File: config.mk
export PLATFORM = sky130hd
export DESIGN_NAME = memory_bus_ws
export DESIGN_NICKNAME = d
export VERILOG_FILES = /design/src/rtl/memory_bus_ws.sv
export SDC_FILE = /design/constraint.sdc
export NUM_CORES = 1
export LEC_CHECK = 0
export BUFFER_PORTS_ARGS = -buffer_cell sky130_fd_sc_hd__buf_2
export CORE_UTILIZATION = 46
export DETAILED_ROUTE_END_ITERATION = 8
export PLACE_DENSITY = 0.8
export SYNTH_ARGS = -nofsm -noshare
export SYNTH_HDL_FRONTEND = slang
export SYNTH_SLANG_ARGS = --single-unit
File: constraint.sdc
create_clock -name clk -period 2.7 [get_ports clk]
set_input_delay 0.54 -clock clk [delete_from_list [all_inputs] [get_ports clk]]
set_output_delay 0.54 -clock clk [all_outputs]
set_load 0.1 [all_outputs]
File: src/rtl/memory_bus_ws.sv
// Memory bus decoder: routes CPU accesses to 2^BANK_BITS banks with per-bank
// wait states, external bank ready, read-only protection and an access timeout.
module memory_bus_ws #(
    parameter int                              ADDR_WIDTH = 16,
    parameter int                              DATA_WIDTH = 16,
    parameter int                              BANK_BITS  = 2,
    parameter logic [4*(2**BANK_BITS)-1:0]     BANK_WAIT  = 16'h0000,
    parameter logic [(2**BANK_BITS)-1:0]       BANK_RO    = 4'b0010,
    parameter int                              TIMEOUT    = 255
) (
    input  logic                                   clk,
    input  logic                                   reset,
    input  logic                                   bus_enable,
    input  logic                                   write_enable,
    input  logic [ADDR_WIDTH-1:0]                  address,
    input  logic [DATA_WIDTH-1:0]                  data_in,
    input  logic [DATA_WIDTH/8-1:0]                write_mask,
    output logic [DATA_WIDTH-1:0]                  data_out,
    output logic                                   ready,
    output logic                                   bus_error,
    output logic [(2**BANK_BITS)-1:0]              bank_sel,
    output logic [ADDR_WIDTH-BANK_BITS-1:0]        bank_address,
    output logic [DATA_WIDTH-1:0]                  bank_data_in,
    output logic [DATA_WIDTH/8-1:0]                bank_write_mask,
    output logic [(2**BANK_BITS)-1:0]              bank_write_enable,
    input  logic [(2**BANK_BITS)*DATA_WIDTH-1:0]   bank_data_out,
    input  logic [(2**BANK_BITS)-1:0]              bank_ready
);

    localparam int NUM_BANKS = 2**BANK_BITS;
    localparam int OFF_W     = ADDR_WIDTH - BANK_BITS;
    localparam logic [7:0] TO_LAST = (TIMEOUT == 0) ? 8'd0 : 8'(TIMEOUT - 1);

    typedef enum logic [1:0] {
        IDLE,
        ACCESS,
        DONE
    } state_t;

    state_t                  state;
    logic [BANK_BITS-1:0]    bank;
    logic                    write_op;
    logic [3:0]              wait_cnt;
    logic [7:0]              to_cnt;

    logic [BANK_BITS-1:0]    req_bank;
    logic [3:0]              req_wait;
    logic [DATA_WIDTH-1:0]   rd_data;
    logic                    bank_rdy;
    logic                    ro_write;
    logic                    wait_over;
    logic                    complete;
    logic                    timed_out;

    function automatic logic [NUM_BANKS-1:0] onehot(input logic [BANK_BITS-1:0] idx);
        onehot      = '0;
        onehot[idx] = 1'b1;
    endfunction

    assign req_bank  = address[ADDR_WIDTH-1 -: BANK_BITS];
    assign bank_rdy  = bank_ready[bank];
    assign ro_write  = write_op & BANK_RO[bank];
    assign wait_over = (wait_cnt == 4'd0);
    // An RO write is refused at once, without waiting for the bank.
    assign complete  = ro_write | (wait_over & bank_rdy);
    assign timed_out = (TIMEOUT != 0) && (to_cnt == TO_LAST);

    // NOTE: every signal assigned in always_comb gets a default first so no latch is inferred.
    always_comb begin
        req_wait = '0;
        rd_data  = '0;
        for (int b = 0; b < NUM_BANKS; b++) begin
            if (req_bank == BANK_BITS'(b)) req_wait = BANK_WAIT[4*b +: 4];
            if (bank == BANK_BITS'(b))     rd_data  = bank_data_out[DATA_WIDTH*b +: DATA_WIDTH];
        end
    end

    // The strobe must land in the same cycle the bank reports ready, so it is
    // decoded from live state rather than registered.
    always_comb begin
        bank_write_enable = '0;
        if (state == ACCESS && write_op && !ro_write && wait_over && bank_rdy)
            bank_write_enable = onehot(bank);
    end

    // NOTE: sequential state uses non-blocking assignments only, so every register samples pre-edge values.
    always_ff @(posedge clk or negedge reset) begin
        if (!reset) begin
            state           <= IDLE;
            bank            <= '0;
            write_op        <= 1'b0;
            wait_cnt        <= '0;
            to_cnt          <= '0;
            data_out        <= '0;
            ready           <= 1'b0;
            bus_error       <= 1'b0;
            bank_sel        <= '0;
            bank_address    <= '0;
            bank_data_in    <= '0;
            bank_write_mask <= '0;
        end else begin
            case (state)
                IDLE: begin
                    if (bus_enable) begin
                        bank            <= req_bank;
                        write_op        <= write_enable;
                        bank_address    <= address[OFF_W-1:0];
                        bank_data_in    <= data_in;
                        bank_write_mask <= write_mask;
                        wait_cnt        <= req_wait;
                        to_cnt          <= '0;
                        bank_sel        <= onehot(req_bank);
                        state           <= ACCESS;
                    end
                end
                ACCESS: begin
                    if (complete) begin
                        // Completion beats a timeout that expires in the same cycle.
                        ready     <= 1'b1;
                        bus_error <= ro_write;
                        if (!write_op) data_out <= rd_data;
                        bank_sel  <= '0;
                        state     <= DONE;
                    end else if (timed_out) begin
                        ready     <= 1'b1;
                        bus_error <= 1'b1;
                        data_out  <= '0;
                        bank_sel  <= '0;
                        state     <= DONE;
                    end else begin
                        if (!wait_over) wait_cnt <= wait_cnt - 4'd1;
                        to_cnt <= to_cnt + 8'd1;
                    end
                end
                DONE: begin
                    ready     <= 1'b0;
                    bus_error <= 1'b0;
                    state     <= IDLE;
                end
                default: state <= IDLE;
            endcase
        end
    end

endmodule

==> results of run 1 <==
[cell families (layout without fill, tap and decap cells)]
group,Yosys count,after routing,synth area share (%)
AND/OR/NAND/NOR,158,158,20.30
flip-flops,71,71,52.69
AO/OA/AOI/OAI,44,44,10.61
buffers and inverters,23,192,2.931
multiplexers,20,20,12.25
adder cells (fa/ha/maj),3,3,1.113
other,1,1,0.1112
[through the flow]
step | hold slack (ns) | area (sq um) | utilization (%)
after floorplan | 0.2444 | 3432 | -
after CTS | 0.2949 | 4568 | 65.78
after global routing | 0.3286 | 4576 | 65.89
after global placement | 0.4537 | 4404 | 63.42
after detailed placement | 0.4582 | 4404 | 63.42
final | 0.2715 | 4576 | 65.89
[repair_timing]
action / in CTS / in global routing
buffers inserted: 0 / 1
gates resized for setup: 0 / 0
hold buffers: 0 / 0
endpoints found under the hold margin: 0 / 0
setup endpoints to repair: 0 / 2
[metal layers]
metal	share of wire, %	wire (um)	track usage (%)
met5	0	0	0
met4	1.6	137	7.750
met3	7.0	613	4.241
met2	51	4463	41.76
met1	41	3589	30.75
[registers in the layout, indices dropped and copies added (netlist names), 2 cells and up]
name / cells
state: 2
bank_sel: 4
bank_address: 14
data_out: 16
to_cnt: 8
bank_data_in: 16
bank: 2
wait_cnt: 4
bank_write_mask: 2
[cells in the mapped netlist, types with 3 or more instances]
library cell | n | area, sq um
and2_1 | 3 | 18.77
nor2_1 | 4 | 15.01
mux4_2 | 17 | 382.9
clkbuf_1 | 13 | 48.80
ha_1 | 3 | 37.54
a22o_1 | 16 | 140.1
nor3_1 | 6 | 30.03
a221o_1 | 3 | 30.03
nand2_1 | 120 | 450.4
or3_1 | 3 | 18.77
mux2i_1 | 3 | 30.03
dfrtp_1 | 71 | 1777
nand3_1 | 6 | 30.03
a31oi_1 | 5 | 31.28
o21ai_1 | 3 | 15.01
o21ai_0 | 4 | 20.02
inv_1 | 5 | 18.77
[critical path, stage by stage (launching register included)]
cell and delay (ns):
dfrtp_1 0.40, inv_1 0.07, ha_1 0.21, nor3b_4 0.32, nand2_4 0.17, nor4b_4 0.30
buf_12 0.22
[area by class of cell]
class | count | area [sq um]
inverter | 6 | 22.52
tap | 96 | 120.1
fill | 568 | 2369
sequential | 71 | 1777
timing repair buffer | 171 | 935.9
clock inverter | 4 | 22.52
clock buffer | 11 | 141.4
multi-input combinational | 226 | 1556
[worst max path at each step]
stage	startpoint	end	slack (ns)	depth (start not counted)
CTS	wait_cnt[0]$_DFFE_PN0P_	bank_write_enable[2]	0.11	6
global route	wait_cnt[0]$_DFFE_PN0P_	bank_write_enable[2]	0.003	6
detailed placement	bank_ready[3]	to_cnt[7]$_DFFE_PN0P_	0.37	5
finish	wait_cnt[0]$_DFFE_PN0P_	bank_write_enable[2]	0.15	6
floorplan	state[0]$_DFFE_PN0P_	bank_write_enable[2]	0.002	3
global placement	bank_ready[3]	to_cnt[7]$_DFFE_PN0P_	0.44	5
==> flow_metrics.tcl, run 1 <==
set metrics [dict create \
    syn_nets 429 \
    fin_setup_tns_ns 0 \
    tightest_slew_ns 0.7424 \
    dieArea_sq_um 7676 \
    start_util_pct 48.56 \
    routed_wl_um 8803 \
    clockRootBuffer "clkbuf_8" \
    cts.clk_slew.worst_paths_ns 0.07 \
    drtIter0Drc 88 \
    synthFlopType "dfrtp_1" \
    drive_gt1_share_pct 43.15 \
    nets 594 \
    die-width_um 87.62 \
    grt_setup_unrepaired "no" \
    cts_tree "done" \
    r2r_start "to_cnt[0]$_DFFE_PN0P_" \
    fp.coreArea_sq_um 6944 \
    cts.sinks 71 \
    grt_usage_pct 24.04 \
    port_buffers 162 \
    via_count 3031 \
    placedCellCount 569 \
    die_h_um 87.62 \
    yosys_register_bits 71 \
    final_antenna_net_count 0 \
    gr-total-overflow 0 \
    period_needed_ns 2.551 \
    grt_pass1_wl_um 14050 \
    rows 30 \
    setup_viol 0 \
    path_max_fanout 6 \
    drc 0 \
    r2r_slack_ns 0.48 \
    drv_slew 0 \
    drtPass1Iterations 5 \
    insertion_delay_ns 0.33 \
    syn_avg_cell_area_sq_um 10.54 \
    grt_pass1_vias 2928 \
    seq_area_frac_synth_pct 52.69 \
    via_per_inst 5.181 \
    htreeDepth 3 \
    final_common_cell "buf_2" \
    post_drt_wl_per_cell_um 15.05 \
    start_kind "flip-flop" \
    maxCapViolCount 0 \
    critPathRequiredTime_ns 2.16 \
    synth_cell_types 44 \
    io_pins 164 \
    fmax_mhz 392.0 \
    grt_max_degree 41 \
    cp.arrival_ns 2.01 \
    final_cells 585 \
    num_antenna_cells 0 \
    outcome "finished, final reports clean" \
    fin_ws_ns 0.1493 \
    pre_cts_ws_ns 0.3676 \
    synth-edff-count 0 \
    hold_viol_final 0 \
    hpwlAfterDp_um 6724 \
    place.gp.congestion 0.8903 \
    cts_made_buffers 9 \
    clockBufferDepth 2 \
    relSlewSlack_pct 50.50 \
    ys_async_sr_fraction_pct 100.0 \
    critical_path_class "reg2out" \
    hold_path_class "in2async" \
    synth.yosys.warnings 0 \
    finClkSkew_ns 0.004788 \
    r2r_end "data_out[5]$_DFFE_PN0P_" \
    area_growth_pct 35.70 \
    worst-r2r-cell-count 6 \
    netlist_area_sq_um 3372 \
    period_share_pct 94.47 \
    cp-end-kind "primary output" \
    synthCells 320 \
    most-common-layout-cells "159 x buf_2, 119 x nand2_1, 71 x dfrtp_1" \
    antenna_found_initial 0 \
]
Power of run 1 is left out: the tool's default activity adds up to more than one toggle a clock period on the data nets, which glitch-free logic cannot reach.
==> run 2, diff against run 1 <==
--- a/config.mk
+++ b/config.mk
@@ -8,7 +8,7 @@
 export BUFFER_PORTS_ARGS = -buffer_cell sky130_fd_sc_hd__buf_2
 export CORE_UTILIZATION = 46
 export DETAILED_ROUTE_END_ITERATION = 8
-export PLACE_DENSITY = 0.8
+export PLACE_DENSITY = 0.81
 export SYNTH_ARGS = -nofsm -noshare
 export SYNTH_HDL_FRONTEND = slang
 export SYNTH_SLANG_ARGS = --single-unit
==> flow_metrics.tcl, run 2 (synthesized netlist as in run 1, its figures left out) <==
set metrics [dict create \
    r2r_slack_ns 0.57 \
    hold_viol_final 0 \
    cp-end-kind "primary output" \
    period_needed_ns 2.537 \
    dieArea_sq_um 7676 \
    post_drt_wl_per_cell_um 14.61 \
    relSlewSlack_pct 54.46 \
    fin_setup_tns_ns 0 \
    hold_path_class "in2async" \
    final_cells 584 \
    fp.coreArea_sq_um 6944 \
    hold_buffers 0 \
    grt_setup_unrepaired "no" \
    crit_start "wait_cnt[0]$_DFFE_PN0P_" \
    critical_path_class "reg2out" \
    insertion_delay_ns 0.33 \
    area_growth_pct 36.44 \
    drc 0 \
    gr-total-overflow 0 \
    most-common-layout-cells "159 x buf_2, 119 x nand2_1, 71 x dfrtp_1" \
    final_antenna_net_count 0 \
    grt_usage_pct 23.07 \
    clockBufferDepth 2 \
    hpwlAfterDp_um 6435 \
    routed_wl_um 8532 \
    path_max_fanout 6 \
    cts_setup_buffers 0 \
    grt_pass1_vias 2972 \
    drtPass1Iterations 4 \
    rows 30 \
    drive_gt1_share_pct 43.24 \
    drtIter0Drc 146 \
    grt_pass1_wl_um 13530 \
    period_share_pct 93.96 \
    nets 593 \
    final_common_cell "buf_2" \
    grt_max_degree 45 \
    drv_slew 0 \
    reg_top3 "bank_data_in (16), data_out (16), bank_address (14)" \
    nFillCells 533 \
    via_per_inst 5.139 \
    cts.sinks 71 \
    die_h_um 87.62 \
    start_util_pct 48.56 \
    cts.clk_slew.worst_paths_ns 0.07 \
    place.gp.congestion 0.8743 \
    antenna_found_initial 0 \
    r2r_start "to_cnt[0]$_DFFE_PN0P_" \
    cts_made_buffers 9 \
    via_count 3001 \
    clockRootBuffer "clkbuf_8" \
    cp.arrival_ns 2.00 \
    start_kind "flip-flop" \
    critPathRequiredTime_ns 2.16 \
    maxCapViolCount 0 \
    cts_tree "done" \
    placedCellCount 569 \
    cts.repair.resized 0 \
    htreeDepth 3 \
    finClkSkew_ns 0.006849 \
    io_pins 164 \
    port_buffers 162 \
    fmax_mhz 394.2 \
    num_antenna_cells 0 \
    setup_viol 0 \
    die-width_um 87.62 \
    outcome "finished, final reports clean" \
    tightest_slew_ns 0.6831 \
]
[run 2: path summary, 6_finish.rpt]
kind	cells past startpoint	end
worst max-delay path	6	bank_write_enable[0]
min in group clk	3	bank_write_mask[0]$_DFFE_PN0P_
worst min-delay path	1	data_out[9]$_DFFE_PN0P_
worst min register to register	2	bank_data_in[11]$_DFFE_PN0P_
worst max register to register	6	bank_sel[0]$_DFFE_PN0P_
max in group asynchronous	2	bank_data_in[5]$_DFFE_PN0P_
[run 2: per-stage QoR]
step	worst slack, ns	hold WS, ns	area, sq um	utilization [%]
floorplan	0.002004	0.2444	3432	-
global placement	0.4354	0.4554	4404	63.42
detailed placement	0.3988	0.4575	4404	63.42
CTS	0.1179	0.2536	4601	66.25
global route	0.005001	0.2933	4601	66.25
finish	0.1632	0.2455	4601	66.25
[run 2: critical path, cell delays in order (launching register included)]
cell     delay (ns)
dfrtp_1        0.40
inv_1          0.06
ha_1           0.20
nor3b_4        0.33
nand2_4        0.16
nor4_4         0.30
buf_12         0.22
[run 2: final cells by class]
class / instances / area [sq um] / area share, %
clock buffer: 11 / 151.4 / 3.291
clock inverter: 4 / 45.04 / 0.9791
inverter: 6 / 22.52 / 0.4895
multi-input combinational: 226 / 1556 / 33.83
sequential: 71 / 1777 / 38.62
tap: 96 / 120.1 / 2.611
timing repair buffer: 170 / 928.4 / 20.18
[run 2: metal layers]
layer | global-route usage (%) | routed length [um] | vias to the layer above
met2 | 40.13 | 4251 | 111
li1 | - | - | 1444
met1 | 29.55 | 3700 | 1438
met5 | 0 | 0 | -
met4 | 7.154 | 87 | 0
met3 | 4.053 | 493 | 8
Power of run 2 is left out for the same reason.
